--- src/rtl/pe_loader.sv ---
// pe_loader: streams one pass of filter and ifmap pixels into a PE's scratchpads.
// Optional backpressure statistic is enabled by defining PE_LOADER_STATS_EN.
module pe_loader #(
    parameter int DATA_WIDTH = 16,
    parameter int S_WIDTH    = 5,
    parameter int F_WIDTH    = 6,
    parameter int U_WIDTH    = 3,
    parameter int p_WIDTH    = 5,
    parameter int q_WIDTH    = 3
) (
    input  logic                  clk,
    input  logic                  reset,
    input  logic                  start,
    output logic                  busy,
    output logic                  done,
    input  logic [S_WIDTH-1:0]    S,
    input  logic [F_WIDTH-1:0]    F,
    input  logic [U_WIDTH-1:0]    U,
    input  logic [p_WIDTH-1:0]    p,
    input  logic [q_WIDTH-1:0]    q,
    input  logic [DATA_WIDTH-1:0] ifmap_in,
    input  logic                  ifmap_in_valid,
    output logic                  ifmap_in_ready,
    input  logic [DATA_WIDTH-1:0] filter_in,
    input  logic                  filter_in_valid,
    output logic                  filter_in_ready,
    output logic [DATA_WIDTH-1:0] ifmap_pixel,
    output logic                  wr_ifmap,
    input  logic                  ifmap_spad_full,
    output logic [DATA_WIDTH-1:0] filter_pixel,
    output logic                  wr_filter,
    input  logic                  filter_spad_full,
    output logic [15:0]           stall_cycles
);

    localparam int FT_W  = p_WIDTH + q_WIDTH + S_WIDTH;
    localparam int IN_W  = q_WIDTH + S_WIDTH;
    localparam int SL_W  = U_WIDTH + q_WIDTH;
    localparam int PIX_W = (IN_W > SL_W) ? IN_W : SL_W;

    typedef enum logic [1:0] {
        ST_IDLE,
        ST_RUN,
        ST_DONE
    } state_t;

    typedef enum logic {
        PH_INIT,
        PH_SLIDE
    } phase_t;

    state_t             state_q, state_d;
    phase_t             phase_q, phase_d;
    logic [FT_W-1:0]    f_tgt_q, f_tgt_d;
    logic [FT_W-1:0]    f_cnt_q, f_cnt_d;
    logic               fdone_q, fdone_d;
    logic [PIX_W-1:0]   init_tgt_q, init_tgt_d;
    logic [PIX_W-1:0]   slide_tgt_q, slide_tgt_d;
    logic [F_WIDTH-1:0] f_len_q, f_len_d;
    logic [PIX_W-1:0]   pix_q, pix_d;
    logic [F_WIDTH-1:0] slide_q, slide_d;
    logic               idone_q, idone_d;

    logic run;
    logic slide_idle;
    logic slide_step;
    logic zero_cfg;

    assign run        = (state_q == ST_RUN);
    assign slide_idle = (phase_q == PH_SLIDE) && (slide_tgt_q == '0);
    assign zero_cfg   = (S == '0) || (F == '0) || (p == '0) || (q == '0);

    assign busy = (state_q != ST_IDLE);
    assign done = (state_q == ST_DONE);

    assign filter_in_ready = run & ~fdone_q & ~filter_spad_full;
    assign wr_filter       = filter_in_valid & filter_in_ready;
    assign filter_pixel    = filter_in;

    // A zero-length slide consumes its cycle without opening the port.
    assign ifmap_in_ready = run & ~idone_q & ~slide_idle & ~ifmap_spad_full;
    assign wr_ifmap       = ifmap_in_valid & ifmap_in_ready;
    assign ifmap_pixel    = ifmap_in;

    always_comb begin
        state_d     = state_q;
        phase_d     = phase_q;
        f_tgt_d     = f_tgt_q;
        f_cnt_d     = f_cnt_q;
        fdone_d     = fdone_q;
        init_tgt_d  = init_tgt_q;
        slide_tgt_d = slide_tgt_q;
        f_len_d     = f_len_q;
        pix_d       = pix_q;
        slide_d     = slide_q;
        idone_d     = idone_q;
        slide_step  = 1'b0;

        unique case (state_q)
            ST_IDLE: begin
                if (start) begin
                    state_d     = ST_RUN;
                    phase_d     = PH_INIT;
                    f_tgt_d     = FT_W'(p) * FT_W'(q) * FT_W'(S);
                    init_tgt_d  = PIX_W'(IN_W'(q) * IN_W'(S));
                    slide_tgt_d = PIX_W'(SL_W'(U) * SL_W'(q));
                    f_len_d     = F;
                    f_cnt_d     = '0;
                    pix_d       = '0;
                    slide_d     = '0;
                    fdone_d     = zero_cfg;
                    idone_d     = zero_cfg;
                end
            end
            ST_RUN: begin
                if (fdone_q && idone_q) begin
                    state_d = ST_DONE;
                end
                if (wr_filter) begin
                    f_cnt_d = f_cnt_q + FT_W'(1);
                    if (f_cnt_q + FT_W'(1) == f_tgt_q) begin
                        fdone_d = 1'b1;
                    end
                end
                if (phase_q == PH_INIT) begin
                    if (wr_ifmap) begin
                        pix_d = pix_q + PIX_W'(1);
                        if (pix_q + PIX_W'(1) == init_tgt_q) begin
                            pix_d = '0;
                            if (f_len_q == F_WIDTH'(1)) begin
                                idone_d = 1'b1;
                            end else begin
                                phase_d = PH_SLIDE;
                            end
                        end
                    end
                end else if (!idone_q) begin
                    if (slide_idle) begin
                        slide_step = 1'b1;
                    end else if (wr_ifmap) begin
                        if (pix_q + PIX_W'(1) == slide_tgt_q) begin
                            slide_step = 1'b1;
                        end else begin
                            pix_d = pix_q + PIX_W'(1);
                        end
                    end
                    if (slide_step) begin
                        pix_d = '0;
                        if (slide_q == f_len_q - F_WIDTH'(2)) begin
                            idone_d = 1'b1;
                        end else begin
                            slide_d = slide_q + F_WIDTH'(1);
                        end
                    end
                end
            end
            ST_DONE: begin
                state_d = ST_IDLE;
            end
            default: begin
                state_d = ST_IDLE;
            end
        endcase
    end

    always_ff @(posedge clk) begin
        if (reset) begin
            state_q     <= ST_IDLE;
            phase_q     <= PH_INIT;
            f_tgt_q     <= '0;
            f_cnt_q     <= '0;
            fdone_q     <= 1'b0;
            init_tgt_q  <= '0;
            slide_tgt_q <= '0;
            f_len_q     <= '0;
            pix_q       <= '0;
            slide_q     <= '0;
            idone_q     <= 1'b0;
        end else begin
            state_q     <= state_d;
            phase_q     <= phase_d;
            f_tgt_q     <= f_tgt_d;
            f_cnt_q     <= f_cnt_d;
            fdone_q     <= fdone_d;
            init_tgt_q  <= init_tgt_d;
            slide_tgt_q <= slide_tgt_d;
            f_len_q     <= f_len_d;
            pix_q       <= pix_d;
            slide_q     <= slide_d;
            idone_q     <= idone_d;
        end
    end

`ifdef PE_LOADER_STATS_EN
    logic [15:0] stall_q, stall_d;
    logic        stalled;

    assign stalled = run &&
                     ((ifmap_in_valid & ~idone_q & ifmap_spad_full) ||
                      (filter_in_valid & ~fdone_q & filter_spad_full));

    always_comb begin
        stall_d = stall_q;
        if (state_q == ST_IDLE && start) begin
            stall_d = '0;
        end else if (stalled && stall_q != 16'hFFFF) begin
            stall_d = stall_q + 16'd1;
        end
    end

    always_ff @(posedge clk) begin
        if (reset) begin
            stall_q <= '0;
        end else begin
            stall_q <= stall_d;
        end
    end

    assign stall_cycles = stall_q;
`else
    assign stall_cycles = '0;
`endif

endmodule
--- config.mk ---
export PLATFORM = sky130hd
export DESIGN_NAME = pe_loader
export DESIGN_NICKNAME = d
export VERILOG_FILES = /design/src/rtl/pe_loader.sv
export SDC_FILE = /design/constraint.sdc
export NUM_CORES = 1
export LEC_CHECK = 0
export BUFFER_PORTS_ARGS = -buffer_cell sky130_fd_sc_hd__clkbuf_2
export CAP_MARGIN = 20
export CORE_UTILIZATION = 52
export DETAILED_ROUTE_END_ITERATION = 12
export PLACE_DENSITY = 0.78
export SLEW_MARGIN = 5
export SYNTH_ARGS = -nofsm -noshare
export SYNTH_HDL_FRONTEND = slang
export SYNTH_SLANG_ARGS = --single-unit
--- constraint.sdc ---
create_clock -name clk -period 4.75 [get_ports clk]
set_clock_uncertainty 0.05 [all_clocks]
set_input_delay 0.2375 -clock clk [delete_from_list [all_inputs] [get_ports clk]]
set_output_delay 0.2375 -clock clk [all_outputs]
set_load 0.01 [all_outputs]
==> flow_metrics.tcl <==
set metrics [dict create \
    status "finished with violations" \
    violations "DRC" \
    rr_endpoint "pix_q[7]$_SDFFE_PP0P_" \
    postRouteAntennaNets 0 \
    p_clk_frac 0.298 \
    ys_ff_latch 65 \
    clock_latency_ns 0.33 \
    drcViolationCount 14 \
    drive_gt1_frac 0.1212 \
    clkSinkCount 65 \
    gp_congestion 0.8513 \
    arrival_ns 4.69 \
    power_frac_comb 0.413 \
    clk_path_buf_depth 2 \
    viasPerCell 5.529 \
    core_area_um2 11520 \
    fin_tns_setup_ns 0 \
    reg2reg_depth 8 \
    synth.top_cell.area_share 0.2101 \
    period_minus_slack_ns 4.495 \
    first_iter_violations 308 \
    max-cap-violations 0 \
    cts-htree-levels 3 \
    synth-async-reset-ratio 0 \
    setup.worst_path.start "q[2]" \
    synth_commonest_cells "nand2_1, dfxtp_1, a21oi_1, inv_1, buf_4" \
    cts_tree "done" \
    path_cells "clkbuf_2, and2_1, fa_1, ha_1, inv_1, fa_2, nor2b_2, fa_1, fa_1, inv_1, fa_1, inv_1, ha_4, a21oi_4, o21ai_1, a311oi_1, xnor2_1, a211oi_1" \
    grt_max_degree 61 \
    crit_path_end_kind "register" \
    finalCritPeriodShare 0.9462 \
    grt_pass1_vias 4735 \
    critPathMaxFanout 6 \
    p_per_area_nw_per_um2 325.3 \
    power.static_leakage_nw 2.900 \
    max_stage_delay_ns 0.56 \
    irDropWorstVdd_mv 0.1888 \
    syn_to_final_growth_pct 6.524 \
    p_sw_uw 712.1 \
    antenna_cells 0 \
    path_common_cell "fa_1" \
    ys.flop_type "dfxtp_1" \
    grt_use_total 0.2135 \
    dr_total_vias 5125 \
    root_buffer "clkbuf_16" \
    setup_slack_ns 0.2555 \
    start_util 0.5379 \
    cp-start-kind "input pin" \
    cp-endpoint "f_tgt_q[12]$_SDFFE_PP0P_" \
    fp.dieH_um 111.1 \
    regToRegSetupSlack_ns 1.71 \
    finalWirelength_um 12390 \
    die_area_um2 12350 \
    portBuffers 34 \
    synth_area_leaders "dfxtp_1, fa_1, ha_1, nand2_1, xnor2_1" \
    finalHoldViolCount 0 \
    worstMarginPinSlew_ns 0.6388 \
    power_frac_seq 0.289 \
    worstPathRequired_ns 4.94 \
    critical_path_buf_inv_count 4 \
    synth_top_area_cell "dfxtp_1" \
    dpl_cell_area_um2 6296 \
    setup_viol 0 \
    syn_area_per_cell_um2 7.891 \
    dp_hpwl_um 9396 \
    yosysWarnings 0 \
    synth_area_um2 6195 \
    holdWs_ns 0.09592 \
    antenna_found_initial 0 \
    firstDrtPassIters 9 \
    netlist_instances 785 \
    drt-wirelength-per-cell_um 13.37 \
    criticalPathCategory "input pin to register" \
    path_depth 18 \
    fp.dieW_um 111.1 \
    hp-class "input pin to register" \
    grt_pass1_wl_um 21890 \
    internal-power_mw 1.434 \
    synth_most_common_cell "nand2_1" \
    clkSlewWorstSetupHoldPaths_ns 0.05 \
    cts_buffers 9 \
    cts_hold_buf 0 \
    synth.distinct_cells 62 \
    core.rowCount 39 \
    power_mw 2.146 \
    crit_family "adder cells" \
    overflow 0 \
    pre_cts_ws_ns -0.1403 \
    fin_nets 912 \
    slew_violations 0 \
    io_pins 115 \
    fmax_mhz 222.5 \
    stdcell_area_um2 6599 \
    crit_path_top_delay_cell "fa_2" \
    synth_seq_area_share 0.2101 \
    rsz0062_at_grt "false" \
    switching_share 0.3318 \
    r2r-start "pix_q[0]$_SDFFE_PP0P_" \
    synth_edf_count 0 \
    max-slew-margin-rel 0.5742 \
]
==> metrics by stage <==
stage,util,cells
final,0.5730,927
after global placement,0.5467,911
after global routing,0.5730,927
after floorplan,-,800
after CTS,0.5719,927
after detailed placement,0.5467,911
==> worst register-to-register path: cells and delay by family, from the launching register on <==
family                   cells  cell delay, ns
AO/OA/AOI/OAI                4            1.20
adder cells (fa/ha/maj)      1            0.59
flip-flops                   1            0.56
AND/OR/NAND/NOR              3            0.53
==> registers in the layout, indices dropped and copies added, names as in the netlist <==
signal and count:
state_q 2, slide_tgt_q 6, f_len_q 6, pix_q 8, init_tgt_q 8, f_tgt_q 13
phase_q 1, f_cnt_q 13, slide_q 6, fdone_q 1, idone_q 1
==> area by class of cell <==
type / instances / area, um2
multi-input cells: 599 / 4328
clock inverters: 3 / 40.04
inverters: 52 / 195.2
well taps: 143 / 178.9
repair buffers: 52 / 305.3
clock buffers: 13 / 250.2
fillers: 1057 / 4917
flip-flops and latches: 65 / 1301
==> how the worst min path moves through the flow <==
stage	start	end	slack (ns)	depth (start not counted)
floorplan	F[2]	f_len_q[2]$_SDFFE_PP0P_	0.32	2
global placement	init_tgt_q[4]$_SDFFE_PP0P_	init_tgt_q[4]$_SDFFE_PP0P_	0.40	2
detailed placement	init_tgt_q[4]$_SDFFE_PP0P_	init_tgt_q[4]$_SDFFE_PP0P_	0.41	2
CTS	F[3]	f_len_q[3]$_SDFFE_PP0P_	0.09	3
global route	F[3]	f_len_q[3]$_SDFFE_PP0P_	0.11	3
finish	F[2]	f_len_q[2]$_SDFFE_PP0P_	0.1	3
==> cell families (layout without fill, tap and decap cells) <==
logic type               Yosys count  after routing  synth area share
AND/OR/NAND/NOR                  310            310            0.2557
buffers and inverters            136            120            0.1159
AO/OA/AOI/OAI                    130            130            0.1357
adder cells (fa/ha/maj)           72             72            0.1794
flip-flops                        65             65            0.2101
XOR/XNOR                          63             63           0.08907
multiplexers                       8              8           0.01353
other                              1             16         0.0006054
==> timing repair <==
action | CTS | global route
gates resized for setup | 0 | 2
endpoints found under the hold margin | 0 | 0
buffers inserted | 0 | 0
endpoints found under the setup margin | 0 | 2
==> cells in the final DEF (no fill, tap or decap), drive strengths merged, types with 10 or more instances in the layout <==
master,n
nand3,21
conb,16
xor2,17
nor2b,13
xnor2,46
nand2,111
o21ai,25
nor3,25
fa,28
clkbuf,47
a21o,12
nand2b,10
nand4,12
a21oi,53
inv,52
dfxtp,65
and2,39
nor2,42
buf,18
ha,44
==> power groups by stage <==
stage                     clock [mW]  sequential (mW)  combinational (mW)
after floorplan                    0            0.621               0.716
after global placement             0            0.629               0.845
after detailed placement           0            0.632               0.866
after CTS                      0.652            0.620               0.875
after global routing           0.681            0.624                1.01
final                          0.640            0.620               0.886
==> routing by layer <==
layer  vias to the layer above  GRT usage  routed length, um
li1                       2571          -                  -
met1                      2449     0.2863               6072
met2                        95     0.3577               5785
met3                        10    0.02242                376
met4                         0    0.07297                159
met5                         -          0                  0
(Power assumes the default switching activity.)
